`src/rtl/ps2_key_rx.sv`:
```
// rtl/ps2_key_rx.sv - receive-only PS/2 keyboard front end producing a toggle-strobe key word
//
// Ports:
//   clk_sys     in   1  system clock, all logic on the rising edge
//   reset_n     in   1  asynchronous active-low reset (released synchronously inside)
//   ps2_clk_in  in   1  raw PS/2 clock line, asynchronous
//   ps2_data_in in   1  raw PS/2 data line, asynchronous
//   ps2_key     out 11  {toggle, pressed, extended, code[7:0]}
//   frame_err   out  1  one-cycle pulse on an aborted or invalid frame

module ps2_key_rx #(
  parameter int CLK_FILTER = 8,
  parameter int TIMEOUT    = 12000
) (
  input  logic        clk_sys,
  input  logic        reset_n,
  input  logic        ps2_clk_in,
  input  logic        ps2_data_in,
  output logic [10:0] ps2_key,
  output logic        frame_err
);

  localparam int FW = $clog2(CLK_FILTER);
  localparam int TW = $clog2(TIMEOUT);

  typedef enum logic [1:0] {S_IDLE, S_DATA, S_PARITY, S_STOP} state_t;

  logic [1:0]    rst_sync_q;
  logic          rst_n_int;
  logic [1:0]    clk_sync_q;
  logic [1:0]    dat_sync_q;
  logic          filt_q;
  logic [FW-1:0] fcnt_q;
  state_t        state_q;
  logic [2:0]    bitcnt_q;
  logic [7:0]    shift_q;
  logic          par_q;
  logic [TW-1:0] tmo_q;
  logic          byte_vld_q;
  logic [7:0]    byte_q;
  logic          ext_q;
  logic          brk_q;
  logic [2:0]    skip_q;
  logic [10:0]   key_q;
  logic          err_q;

  logic clk_s, data_s;
  logic fall_d, tmo_hit_d, stop_ok_d, err_d;

  // Assert immediately, release two clocks after reset_n rises.
  always_ff @(posedge clk_sys or negedge reset_n) begin
    if (!reset_n) rst_sync_q <= 2'b00;
    else          rst_sync_q <= {rst_sync_q[0], 1'b1};
  end
  assign rst_n_int = rst_sync_q[1];

  assign clk_s = clk_sync_q[1];
  assign data_s = dat_sync_q[1];

  // The filtered clock is about to go low: the last of CLK_FILTER low samples.
  assign fall_d    = filt_q & ~clk_s & (fcnt_q == FW'(CLK_FILTER - 1));
  assign tmo_hit_d = (state_q != S_IDLE) & ~fall_d & (tmo_q == TW'(TIMEOUT - 1));
  // Data bits plus parity must hold an odd number of ones.
  assign stop_ok_d = data_s & (^{shift_q, par_q});
  assign err_d     = tmo_hit_d | (fall_d & (state_q == S_STOP) & ~stop_ok_d);

  always_ff @(posedge clk_sys or negedge rst_n_int) begin
    if (!rst_n_int) begin
      clk_sync_q <= 2'b11;
      dat_sync_q <= 2'b11;
      filt_q     <= 1'b1;
      fcnt_q     <= '0;
      state_q    <= S_IDLE;
      bitcnt_q   <= '0;
      shift_q    <= '0;
      par_q      <= 1'b0;
      tmo_q      <= '0;
      byte_vld_q <= 1'b0;
      byte_q     <= '0;
      ext_q      <= 1'b0;
      brk_q      <= 1'b0;
      skip_q     <= '0;
      key_q      <= '0;
      err_q      <= 1'b0;
    end else begin
      clk_sync_q <= {clk_sync_q[0], ps2_clk_in};
      dat_sync_q <= {dat_sync_q[0], ps2_data_in};

      if (clk_s != filt_q) begin
        if (fcnt_q == FW'(CLK_FILTER - 1)) begin
          filt_q <= clk_s;
          fcnt_q <= '0;
        end else begin
          fcnt_q <= fcnt_q + FW'(1);
        end
      end else begin
        fcnt_q <= '0;
      end

      if (fall_d || state_q == S_IDLE || tmo_hit_d) tmo_q <= '0;
      else                                          tmo_q <= tmo_q + TW'(1);

      err_q      <= err_d;
      byte_vld_q <= 1'b0;

      if (tmo_hit_d) begin
        state_q <= S_IDLE;
      end else if (fall_d) begin
        case (state_q)
          S_IDLE: begin
            if (!data_s) begin
              state_q  <= S_DATA;
              bitcnt_q <= '0;
            end
          end
          S_DATA: begin
            shift_q  <= {data_s, shift_q[7:1]};
            bitcnt_q <= bitcnt_q + 3'd1;
            if (bitcnt_q == 3'd7) state_q <= S_PARITY;
          end
          S_PARITY: begin
            par_q   <= data_s;
            state_q <= S_STOP;
          end
          default: begin
            state_q <= S_IDLE;
            if (stop_ok_d) begin
              byte_vld_q <= 1'b1;
              byte_q     <= shift_q;
            end
          end
        endcase
      end

      // Scan-code assembler, one cycle behind the stop bit.
      if (err_d) begin
        ext_q  <= 1'b0;
        brk_q  <= 1'b0;
        skip_q <= '0;
      end else if (byte_vld_q) begin
        if (skip_q != 3'd0) begin
          skip_q <= skip_q - 3'd1;
        end else begin
          case (byte_q)
            8'hE1: begin
              // Remaining 7 bytes of the Pause sequence carry no key event.
              skip_q <= 3'd7;
              ext_q  <= 1'b0;
              brk_q  <= 1'b0;
            end
            8'hE0: ext_q <= 1'b1;
            8'hF0: brk_q <= 1'b1;
            8'hFA, 8'hFE, 8'hEE, 8'h00, 8'hFF: begin
              ext_q <= 1'b0;
              brk_q <= 1'b0;
            end
            default: begin
              // A bare AA is the self-test pass reply, not a key.
              if (byte_q != 8'hAA || ext_q || brk_q) begin
                key_q <= {~key_q[10], ~brk_q, ext_q, byte_q};
                ext_q <= 1'b0;
                brk_q <= 1'b0;
              end
            end
          endcase
        end
      end
    end
  end

  assign ps2_key   = key_q;
  assign frame_err = err_q;

endmodule

```
`config.mk`:
```
export PLATFORM = sky130hd
export DESIGN_NAME = ps2_key_rx
export DESIGN_NICKNAME = d
export VERILOG_FILES = /design/src/rtl/ps2_key_rx.sv
export SDC_FILE = /design/constraint.sdc
export NUM_CORES = 1
export LEC_CHECK = 0
export ABC_AREA = 1
export ABC_CLOCK_PERIOD_IN_PS = 2500
export BUFFER_PORTS_ARGS = -buffer_cell sky130_fd_sc_hd__buf_4
export CORE_AREA = 3 3 111 81
export CTS_CLUSTER_DIAMETER = 50
export DETAILED_ROUTE_END_ITERATION = 8
export DIE_AREA = 0 0 114 84
export GPL_TIMING_DRIVEN = 0
export HOLD_SLACK_MARGIN = 0.02
export PLACE_DENSITY = 0.62
export SLEW_MARGIN = 15
export SYNTH_ARGS = -nofsm -noshare
export SYNTH_HDL_FRONTEND = slang
export SYNTH_SLANG_ARGS = --single-unit
```
`constraint.sdc`:
```
create_clock -name clk_sys -period 2.5 [get_ports clk_sys]
set_input_delay 0.5 -clock clk_sys [delete_from_list [all_inputs] [get_ports clk_sys]]
set_output_delay 0.5 -clock clk_sys [all_outputs]
set_load 0.005 [all_outputs]
```
==> metrics.yaml, run 1 <==
status: "finished, final reports clean"
synth_adder_area_share: 0.0471
layout_commonest_cell: "nand2_1"
worstSetupStartpointType: "register"
period_share: 0.903
root_buffer: "clkbuf_16"
clkLatencyLatePin_ns: 0.34
grt_start_max_net_pins: 39
routedWlPerCell_um: 12.5
clkPwrFrac: 0.533
grt_pass1_wl_um: 11100
maxCapViolCount: 0
drc: 0
synth-compound-area-share: 0.0722
cts.htree.levels: 3
cts_tree: "built"
setup_viol: 0
postSynthAreaPerCell_um2: 8.57
clock_skew_ns: 0.00878
r2r-start: "fcnt_q[0]$_DFF_PN0_"
cpPeakStageDelay_ns: 0.44
gp_congestion: 0.874
p_int_uw: 2010
cp_cell_sequence: "ha_1, ha_1, nand2_1, inv_2, nor2_1, inv_1, nor2_1, inv_2, nor3_1"
rsz0062_at_grt: "no"
place.port_buffers: 15
routed_wl_um: 6310
antenna_left: 0
synth_cells: 372
power_density_nw_per_um2: 669
slowest_stage: "nor2_1"
grt_remaining_overflow: 0
final_util: 0.479
netlist-cell-type-count: 36
clockBufferDepth: 2
maxSlewViolCount: 0
swShare: 0.205
min_period_ns: 2.26
peakVddDrop_mv: 0.550
seq_power_share: 0.434
antenna_found_initial: 0
place_hpwl_um: 4630
synthSimpleGateAreaFrac: 0.285
num_vias: 2415
cts_buffers: 9
crit_start: "fcnt_q[0]$_DFF_PN0_"
grt_pass1_vias: 2264
vias_per_cell: 4.77
syn_nets: 388
path_max_fanout: 7
synth.cell_area_um2: 3190
async_flop_share: 1.00
synth_top_family_by_area: "simple AND/OR/NAND/NOR gates"
diodes: 0
yosys_warnings: 0
die_y_um: 84
ys_seq_area_frac: 0.504
critPathRequiredTime_ns: 2.75
finalSetupTns_ns: 0
firstDrtPassIters: 4
yosys_register_bits: 64
synth_edf_count: 0
fin_ws_ns: 0.242
core_area_um2: 7910
drtIter0Drc: 120
hold_viol: 0
start_util: 0.403
ios: 16
crit_type: "reg -> reg"
relSlewSlack: 0.646
tightest_slew_ns: 0.528
die_area_um2: 9580
die_w_um: 114
leakagePower_uw: 0.00184
num_rows: 27
synthMuxAreaShare: 0
arrival_ns: 2.50
min_path_type: "reg -> async"
fin_nets: 416
syn_to_final_growth_pct: 18.7
synth-xor-area-share: 0.0133
ys.flop_type: "dfrtp_1"
end_kind: "register"
clkTransAtPathRegs_ns: 0.06
final_cell_mix: "nand2_1, dfrtp_1, inv_1"
cts_sinks: 64
track_usage: 0.146
p_sw_uw: 520
timing.fmax_mhz: 443
drive_above_1_share: 0.175
post-place-ws_ns: 0.199
pwr-share-comb: 0.033
==> final timing paths <==
| kind | end | slack [ns] | depth (start not counted) |
|---|---|---|---|
| max | tmo_q[6]$_DFF_PN0_ | 0.24 | 9 |
| min | tmo_q[13]$_DFF_PN0_ | 0.24 | 0 |
| max reg2reg | tmo_q[6]$_DFF_PN0_ | 0.24 | 9 |
| min reg2reg | tmo_q[13]$_DFF_PN0_ | 0.24 | 0 |
| max in group asynchronous | filt_q$_DFFE_PN1P_ | 1.70 | 1 |
| min in group clk_sys | clk_sync_q[0]$_DFF_PN1_ | 0.27 | 1 |
==> power by group through the flow <==
| stage | Combinational [µW] | Clock, µW | Sequential (µW) |
|---|---|---|---|
| floorplan | 53.6 | 0 | 1120 |
| global placement | 65.9 | 0 | 1130 |
| detailed placement | 84.1 | 0 | 1120 |
| CTS | 85.7 | 1380 | 1100 |
| global route | 97.9 | 1430 | 1100 |
| finish | 83.6 | 1350 | 1100 |
==> cells in the mapped netlist, types with 3 or more instances <==
library cell | count | area [µm²]
nand2_2 | 7 | 43.8
ha_1 | 12 | 150
nand3_2 | 6 | 60.1
dfrtp_1 | 59 | 1480
nor3_1 | 7 | 35.0
nor2_2 | 3 | 18.8
a21oi_1 | 12 | 60.1
inv_1 | 43 | 161
inv_2 | 7 | 26.3
buf_6 | 3 | 33.8
o21ai_0 | 26 | 130
nand4_1 | 14 | 87.6
nor4_1 | 3 | 18.8
nor2_1 | 32 | 120
nand3_1 | 15 | 75.1
dfstp_2 | 5 | 131
nand2_1 | 95 | 357
==> logic make-up (layout without fill, tap and decap cells) <==
family,count (synthesis),count (layout)
and+or+nand+nor,190,190
other,1,1
xor gates and xnor gates,4,4
DFF,64,64
AOI/OAI and AO/OA,44,44
buffers and inverters,57,90
adders and majority gates,12,12
==> metal layers <==
layer  vias up  wire [µm]  track usage  part of all wire
met5         -          0            0                 0
met4         0        101       0.0583             0.016
met3        10        328       0.0522             0.052
met2        45       2520        0.193              0.40
met1      1105       3360        0.215              0.53
li1       1255          -            -                 -
==> critical path, delay by kind of cell (launching register included) <==
| family | cells | cell delay [ns] |
|---|---|---|
| fa+ha+maj | 2 | 0.44 |
| buf+inv | 3 | 0.33 |
| flops | 1 | 0.38 |
| simple gates | 4 | 1.01 |
==> metrics by stage <==
step	instance area (µm²)	total power [µW]	instances	hold slack, ns
final	3780	2530	506	0.236
after global routing	3780	2630	506	0.256
after CTS	3780	2570	506	0.252
after detailed placement	3450	1200	489	0.251
after global placement	3430	1190	488	0.283
after floorplan	3190	1170	372	0.204
==> state kept, by name, indices dropped and copies added, names as in the netlist, 2 cells and up <==
signal,cells
byte_q,8
fcnt_q,3
bitcnt_q,3
clk_sync_q,2
shift_q,8
skip_q,3
state_q,2
tmo_q,14
rst_sync_q,2
ps2_key,11
dat_sync_q,2
==> repair_timing <==
action	in CTS	in global routing
resized for setup	0	0
hold buffers	1	0
setup buffers	0	0
hold endpoints to repair	2	0
==> layout make-up <==
class	count	area, µm²
Fill cell	748	4120
Sequential cell	64	1610
Multi-Input combinational cell	251	1340
Clock buffer	11	243
Inverter	51	191
Timing Repair Buffer	17	143
Tap cell	101	126
Clock inverter	5	80.1
Buffer	6	52.6
No activity file was read; power rests on OpenSTA's default activity.
==> run 2: changes to the inputs <==
--- a/config.mk
+++ b/config.mk
@@ -8,10 +8,10 @@
 export ABC_AREA = 1
 export ABC_CLOCK_PERIOD_IN_PS = 2500
 export BUFFER_PORTS_ARGS = -buffer_cell sky130_fd_sc_hd__buf_4
-export CORE_AREA = 3 3 111 81
+export CORE_AREA = 2 2 110 80
 export CTS_CLUSTER_DIAMETER = 50
 export DETAILED_ROUTE_END_ITERATION = 8
-export DIE_AREA = 0 0 114 84
+export DIE_AREA = 0 0 112 82
 export GPL_TIMING_DRIVEN = 0
 export HOLD_SLACK_MARGIN = 0.02
 export PLACE_DENSITY = 0.62
==> run 2 against run 1 <==
Effect of this change:
- clock power hardly changed
- clock-buffer cell count is 2 higher
- sequential power hardly changed
- critical path type unchanged
- first-iteration DRC count is 42% higher
==> metrics.yaml, run 2 (synthesis gave the netlist of run 1 again) <==
setup_viol: 0  # unchanged
start_util: 0.389  # was 0.403
root_buffer: "clkbuf_16"  # unchanged
antenna_left: 0  # unchanged
track_usage: 0.152  # was 0.146
hold_viol: 0  # unchanged
diodes: 0  # unchanged
drtIter0Drc: 170  # was 120
clkTransAtPathRegs_ns: 0.05  # was 0.06 ns
gr-usage-met2: 0.225  # was 0.193
die_w_um: 112  # was 114 µm
firstDrtPassIters: 4  # unchanged
nFillCells: 808  # was 748
slowest_stage: "nor2_1"  # unchanged
die_area_um2: 9180  # was 9580 µm²
layout_commonest_cell: "nand2_1"  # unchanged
routedWlPerCell_um: 12.1  # was 12.5 µm
clock_skew_ns: 0.00885  # was 0.00878 ns
cp_cell_sequence: "ha_1, ha_1, nand2_1, inv_2, nor2_1, inv_1, nor2_1, inv_2, nor3_1"  # unchanged
rsz0062_at_grt: "no"  # unchanged
top_register: "tmo_q"  # unchanged
grt_pass1_wl_um: 10800  # was 11100 µm
drive_above_1_share: 0.173  # was 0.175
clockBufferDepth: 2  # unchanged
finalSetupTns_ns: 0  # unchanged
place_hpwl_um: 4590  # was 4630 µm
final_cell_mix: "nand2_1, dfrtp_1, inv_1"  # unchanged
grt_busiest_layer: "met2"  # was met1
postCtsHoldBufs: 1  # unchanged
largest_reg_flops: 14  # unchanged
maxCapViolCount: 0  # unchanged
peakVddDrop_mv: 0.607  # was 0.550 mV
cts_sinks: 64  # unchanged
grt_start_max_net_pins: 39  # unchanged
antenna_found_initial: 0  # unchanged
routed_wl_um: 6190  # was 6310 µm
cts_buffers: 9  # unchanged
worst-path-buf-inv: 3  # unchanged
leakagePower_uw: 0.00185  # was 0.00184 µW
ios: 16  # unchanged
status: "finished, final reports clean"  # unchanged
critPathRequiredTime_ns: 2.74  # was 2.75 ns
die_y_um: 82  # was 84 µm
cp_top_family: "simple AND/OR/NAND/NOR gates"  # unchanged
num_vias: 2463  # was 2415
syn_to_final_growth_pct: 18.9  # was 18.7%
power_density_nw_per_um2: 671  # was 669 nW/µm²
place.port_buffers: 15  # unchanged
cts.htree.levels: 3  # unchanged
end_kind: "register"  # unchanged
cpPeakStageDelay_ns: 0.40  # was 0.44 ns
fin_nets: 416  # unchanged
gp_congestion: 0.875  # was 0.874
grt_pass1_vias: 2305  # was 2264
worstSetupStartpointType: "register"  # unchanged
final_util: 0.462  # was 0.479
vias_per_cell: 4.83  # was 4.77
final_area_um2: 3790  # was 3780 µm²
power_uw: 2540  # was 2530 µW
clkLatencyLatePin_ns: 0.33  # was 0.34 ns
fin_ws_ns: 0.323  # was 0.242 ns
timing.fmax_mhz: 459  # was 443 MHz
num_rows: 28  # was 27
maxSlewViolCount: 0  # unchanged
min_path_type: "reg -> async"  # unchanged
cts_tree: "built"  # unchanged
crit_type: "reg -> reg"  # unchanged
path_max_fanout: 7  # unchanged
period_share: 0.871  # was 0.903
post_cts_buffers: 0  # unchanged
cts_resized: 0  # unchanged
post-place-ws_ns: 0.316  # was 0.199 ns
core_area_um2: 8200  # was 7910 µm²
min_period_ns: 2.18  # was 2.26 ns
arrival_ns: 2.41  # was 2.50 ns
drc: 0  # unchanged
use_met3: 0.0531  # was 0.0522
grt_use_met1: 0.206  # was 0.215
grt_remaining_overflow: 0  # unchanged
post_dp_cell_area_um2: 3460  # was 3450 µm²
[run 2: cell types whose count changed in the layout (fill, tap and decap cells not counted)]
cell,previous run,this run
clkinvlp_4,2,0
clkbuf_1,2,3
clkbuf_8,1,2
[run 2: layer usage]
| layer | share of wire | up-vias | routed length, µm |
|---|---|---|---|
| li1 | - | 1260 | - |
| met1 | 0.53 | 1156 | 3280 |
| met2 | 0.41 | 37 | 2550 |
| met3 | 0.042 | 10 | 260 |
| met4 | 0.016 | 0 | 97 |
| met5 | 0 | - | 0 |
[run 2: worst register-to-register path, delay by kind of cell, from the launching register on]
family                     cells  cell delay, ns
buffers and inverters          3            0.31
DFF                            1            0.39
and+or+nand+nor                4            0.95
adders and majority gates      2            0.43
[run 2: where the power goes]
group | total (µW) | switching (µW) | internal, µW | leakage (µW)
Combinational | 84.3 | 47.9 | 36.5 | 0.000819
Clock | 1360 | 434 | 925 | 0.000160
Sequential | 1100 | 24.0 | 1080 | 0.000869
Total | 2540 | 506 | 2040 | 0.00185
[run 2: layout make-up]
type / instances / area [µm²] / area share
clock inverter: 3 / 65.1 / 0.0172
sequential: 64 / 1610 / 0.425
timing repair buffer: 17 / 143 / 0.0376
tap: 105 / 131 / 0.0347
buffer: 6 / 52.6 / 0.0139
inverter: 51 / 191 / 0.0505
clock buffer: 13 / 260 / 0.0686
multi-input combinational: 251 / 1340 / 0.352
[run 2: worst paths after layout]
kind / start / end / slack (ns) / cells past startpoint
hold reg to reg: rst_sync_q[1]$_DFF_PN0_ / shift_q[3]$_DFFE_PN0P_ / 0.24 / 0
setup / recovery: fcnt_q[0]$_DFF_PN0_ / tmo_q[6]$_DFF_PN0_ / 0.32 / 9
hold / removal: rst_sync_q[1]$_DFF_PN0_ / shift_q[3]$_DFFE_PN0P_ / 0.24 / 0
min in group clk_sys: ps2_data_in / dat_sync_q[0]$_DFF_PN1_ / 0.28 / 1
setup reg to reg: fcnt_q[0]$_DFF_PN0_ / tmo_q[6]$_DFF_PN0_ / 0.32 / 9
max in group asynchronous: rst_sync_q[1]$_DFF_PN0_ / clk_sync_q[1]$_DFF_PN1_ / 1.69 / 1
[run 2: stage by stage]
step / instances / hold slack (ns)
finish: 510 / 0.237
global route: 510 / 0.271
CTS: 510 / 0.256
detailed placement: 493 / 0.251
global placement: 492 / 0.283
floorplan: 372 / 0.204
==> run 3: changes to the inputs <==
--- a/config.mk
+++ b/config.mk
@@ -6,9 +6,10 @@
 export NUM_CORES = 1
 export LEC_CHECK = 0
 export ABC_AREA = 1
-export ABC_CLOCK_PERIOD_IN_PS = 2500
+export ABC_CLOCK_PERIOD_IN_PS = 2100
 export BUFFER_PORTS_ARGS = -buffer_cell sky130_fd_sc_hd__buf_4
 export CORE_AREA = 2 2 110 80
+export CTS_BUF_LIST = sky130_fd_sc_hd__clkbuf_4 sky130_fd_sc_hd__clkbuf_8 sky130_fd_sc_hd__clkbuf_16
 export CTS_CLUSTER_DIAMETER = 50
 export DETAILED_ROUTE_END_ITERATION = 8
 export DIE_AREA = 0 0 112 82
==> constraint.sdc (replaced) <==
create_clock -name clk_sys -period 2.1 [get_ports clk_sys]
set_input_delay 0.42 -clock clk_sys [delete_from_list [all_inputs] [get_ports clk_sys]]
set_output_delay 0.42 -clock clk_sys [all_outputs]
set_load 0.005 [all_outputs]
==> run 3 against run 2 <==
Effect of this change:
- routed wire length down 0.13%
- combinational power up 20%
- clock-buffer cell count unchanged
- register-to-register slack worse by 0.098 ns
- critical path depth up 1
- worst setup slack worse by 0.098 ns
- non-clock buffer count unchanged
- global-route usage about the same
- cell area up 0.46%
- worst hold slack worse by 0.037 ns
- via count up 0.24%
- total power up 20%
- critical endpoint is now state_q[1]$_DFFE_PN0P_
- highest routed layer unchanged
==> metrics.yaml, run 3 (synthesis gave the netlist of run 1 again) <==
crit_type: "reg -> reg"  # unchanged
maxSlewViolCount: 0  # unchanged
start_util: 0.389  # unchanged
root_buffer: "clkbuf_16"  # unchanged
final_util: 0.465  # was 0.462
holdPathEnd: "dat_sync_q[0]$_DFF_PN1_"
ios: 16  # unchanged
clockBufferDepth: 2  # unchanged
antenna_found_initial: 0  # unchanged
final_area_um2: 3810  # was 3790 µm²
critPathRequiredTime_ns: 2.32  # was 2.74 ns
setup_viol: 0  # unchanged
vias_per_cell: 4.84  # was 4.83
finalNonFillerCells: 510  # unchanged
die_y_um: 82  # unchanged
cts.htree.levels: 3  # unchanged
post_dp_cell_area_um2: 3460  # unchanged
status: "finished, final reports clean"  # unchanged
grt_start_max_net_pins: 39  # unchanged
grt_pass1_vias: 2306  # was 2305
top_register: "tmo_q"  # unchanged
worstSetupStartpointType: "register"  # unchanged
grt_remaining_overflow: 0  # unchanged
num_vias: 2469  # was 2463
gp_congestion: 0.875  # unchanged
min_path_type: "in -> reg"  # was reg -> async
final_cell_mix: "nand2_1, dfrtp_1, inv_1"  # unchanged
r2r-start: "fcnt_q[0]$_DFF_PN0_"  # unchanged
power_density_nw_per_um2: 803  # was 671 nW/µm²
fin_nets: 416  # unchanged
core_area_um2: 8200  # unchanged
routedWlPerCell_um: 12.1  # about the same
post-place-cells: 493  # unchanged
firstDrtPassIters: 4  # unchanged
arrival_ns: 2.10  # was 2.41 ns
clock_skew_ns: 0.00889  # was 0.00885 ns
end_kind: "register"  # unchanged
r2r_end: "state_q[1]$_DFFE_PN0P_"  # was tmo_q[6]$_DFF_PN0_
min_period_ns: 1.88  # was 2.18 ns
peakVddDrop_mv: 0.723  # was 0.607 mV
place.port_buffers: 15  # unchanged
cts_tree: "built"  # unchanged
path_max_fanout: 5  # was 7
diodes: 0  # unchanged
die_w_um: 112  # unchanged
rsz0062_at_grt: "no"  # unchanged
timing.fmax_mhz: 533  # was 459 MHz
syn_to_final_growth_pct: 19.5  # was 18.9%
nFillCells: 811  # was 808
period_share: 0.893  # was 0.871
antenna_left: 0  # unchanged
clkLatencyLatePin_ns: 0.33  # about the same
largest_reg_flops: 14  # unchanged
cts_buffers: 9  # unchanged
drtIter0Drc: 157  # was 170
hold_path_depth: 1
num_rows: 28  # unchanged
grt_pass1_wl_um: 10800  # about the same
post_cts_buffers: 0  # unchanged
r2r_slack_ns: 0.22  # was 0.32 ns
layout_commonest_cell: "nand2_1"  # unchanged
cts_sinks: 64  # unchanged
drive_above_1_share: 0.183  # was 0.173
leakagePower_uw: 0.00185  # about the same
clkTransAtPathRegs_ns: 0.05  # about the same
drc: 0  # unchanged
track_usage: 0.152  # about the same
maxCapViolCount: 0  # unchanged
place_hpwl_um: 4590  # unchanged
die_area_um2: 9180  # unchanged
min_from: "ps2_data_in"
reg2reg_depth: 10  # was 9
hold_viol: 0  # unchanged
routed_wl_um: 6180  # was 6190 µm
[run 3: critical path, stage by stage, from the launching register on]
cell	delay, ns
dfrtp_1	0.38
ha_1	0.20
ha_1	0.23
nand2_1	0.16
inv_2	0.08
nor2_2	0.13
inv_1	0.10
o21ai_1	0.22
nor2_1	0.07
a31oi_1	0.14
inv_1	0.05
[run 3: final cells by class]
| type | instances | area (µm²) | share of cell area |
|---|---|---|---|
| timing repair buffer | 17 | 143 | 0.0375 |
| sequential | 64 | 1610 | 0.423 |
| buffer | 6 | 52.6 | 0.0138 |
| tap | 105 | 131 | 0.0345 |
| clock inverter | 3 | 65.1 | 0.0171 |
| multi-input combinational | 251 | 1350 | 0.353 |
| clock buffer | 13 | 268 | 0.0703 |
| inverter | 51 | 191 | 0.0503 |
[run 3: how the worst max path moves through the flow]
stage	end	slack [ns]	from
6_report	state_q[1]$_DFFE_PN0P_	0.22	fcnt_q[0]$_DFF_PN0_
2_1_floorplan	bitcnt_q[0]$_DFFE_PN0P_	0.19	rst_sync_q[1]$_DFF_PN0_
5_1_grt	shift_q[7]$_DFFE_PN0P_	0.05	fcnt_q[0]$_DFF_PN0_
4_1_cts	tmo_q[6]$_DFF_PN0_	0.02	fcnt_q[0]$_DFF_PN0_
3_3_place_gp	fcnt_q[0]$_DFF_PN0_	-0.55	rst_sync_q[1]$_DFF_PN0_
3_5_place_dp	tmo_q[8]$_DFF_PN0_	-0.08	fcnt_q[0]$_DFF_PN0_
[run 3: per-stage QoR]
stage               setup WS, ns  TNS (ns)  hold slack, ns  power (µW)
floorplan                  0.195         0           0.124        1390
global placement          -0.553    -31.40           0.203        1420
detailed placement       -0.0842    -0.235           0.204        1430
CTS                       0.0224         0           0.188        3100
global route              0.0458         0           0.191        3190
finish                     0.225         0           0.200        3060
[run 3: timing repair]
action | CTS | global route
hold endpoints to repair | 2 | 0
resized for setup | 1 | 3
hold buffers | 1 | 0
setup endpoints to repair | 10 | 11
[run 3: where the power goes]
part | switching [µW] | internal, µW
logic | 57.5 | 43.7
clock network | 519 | 1130
registers | 28.1 | 1280
total | 605 | 2450
[run 3: layer usage]
layer | global-route usage | wire [µm] | share of wire
met1 | 0.204 | 3320 | 0.54
met2 | 0.225 | 2530 | 0.41
met3 | 0.0531 | 235 | 0.038
met4 | 0.0610 | 97 | 0.016
met5 | 0 | 0 | 0
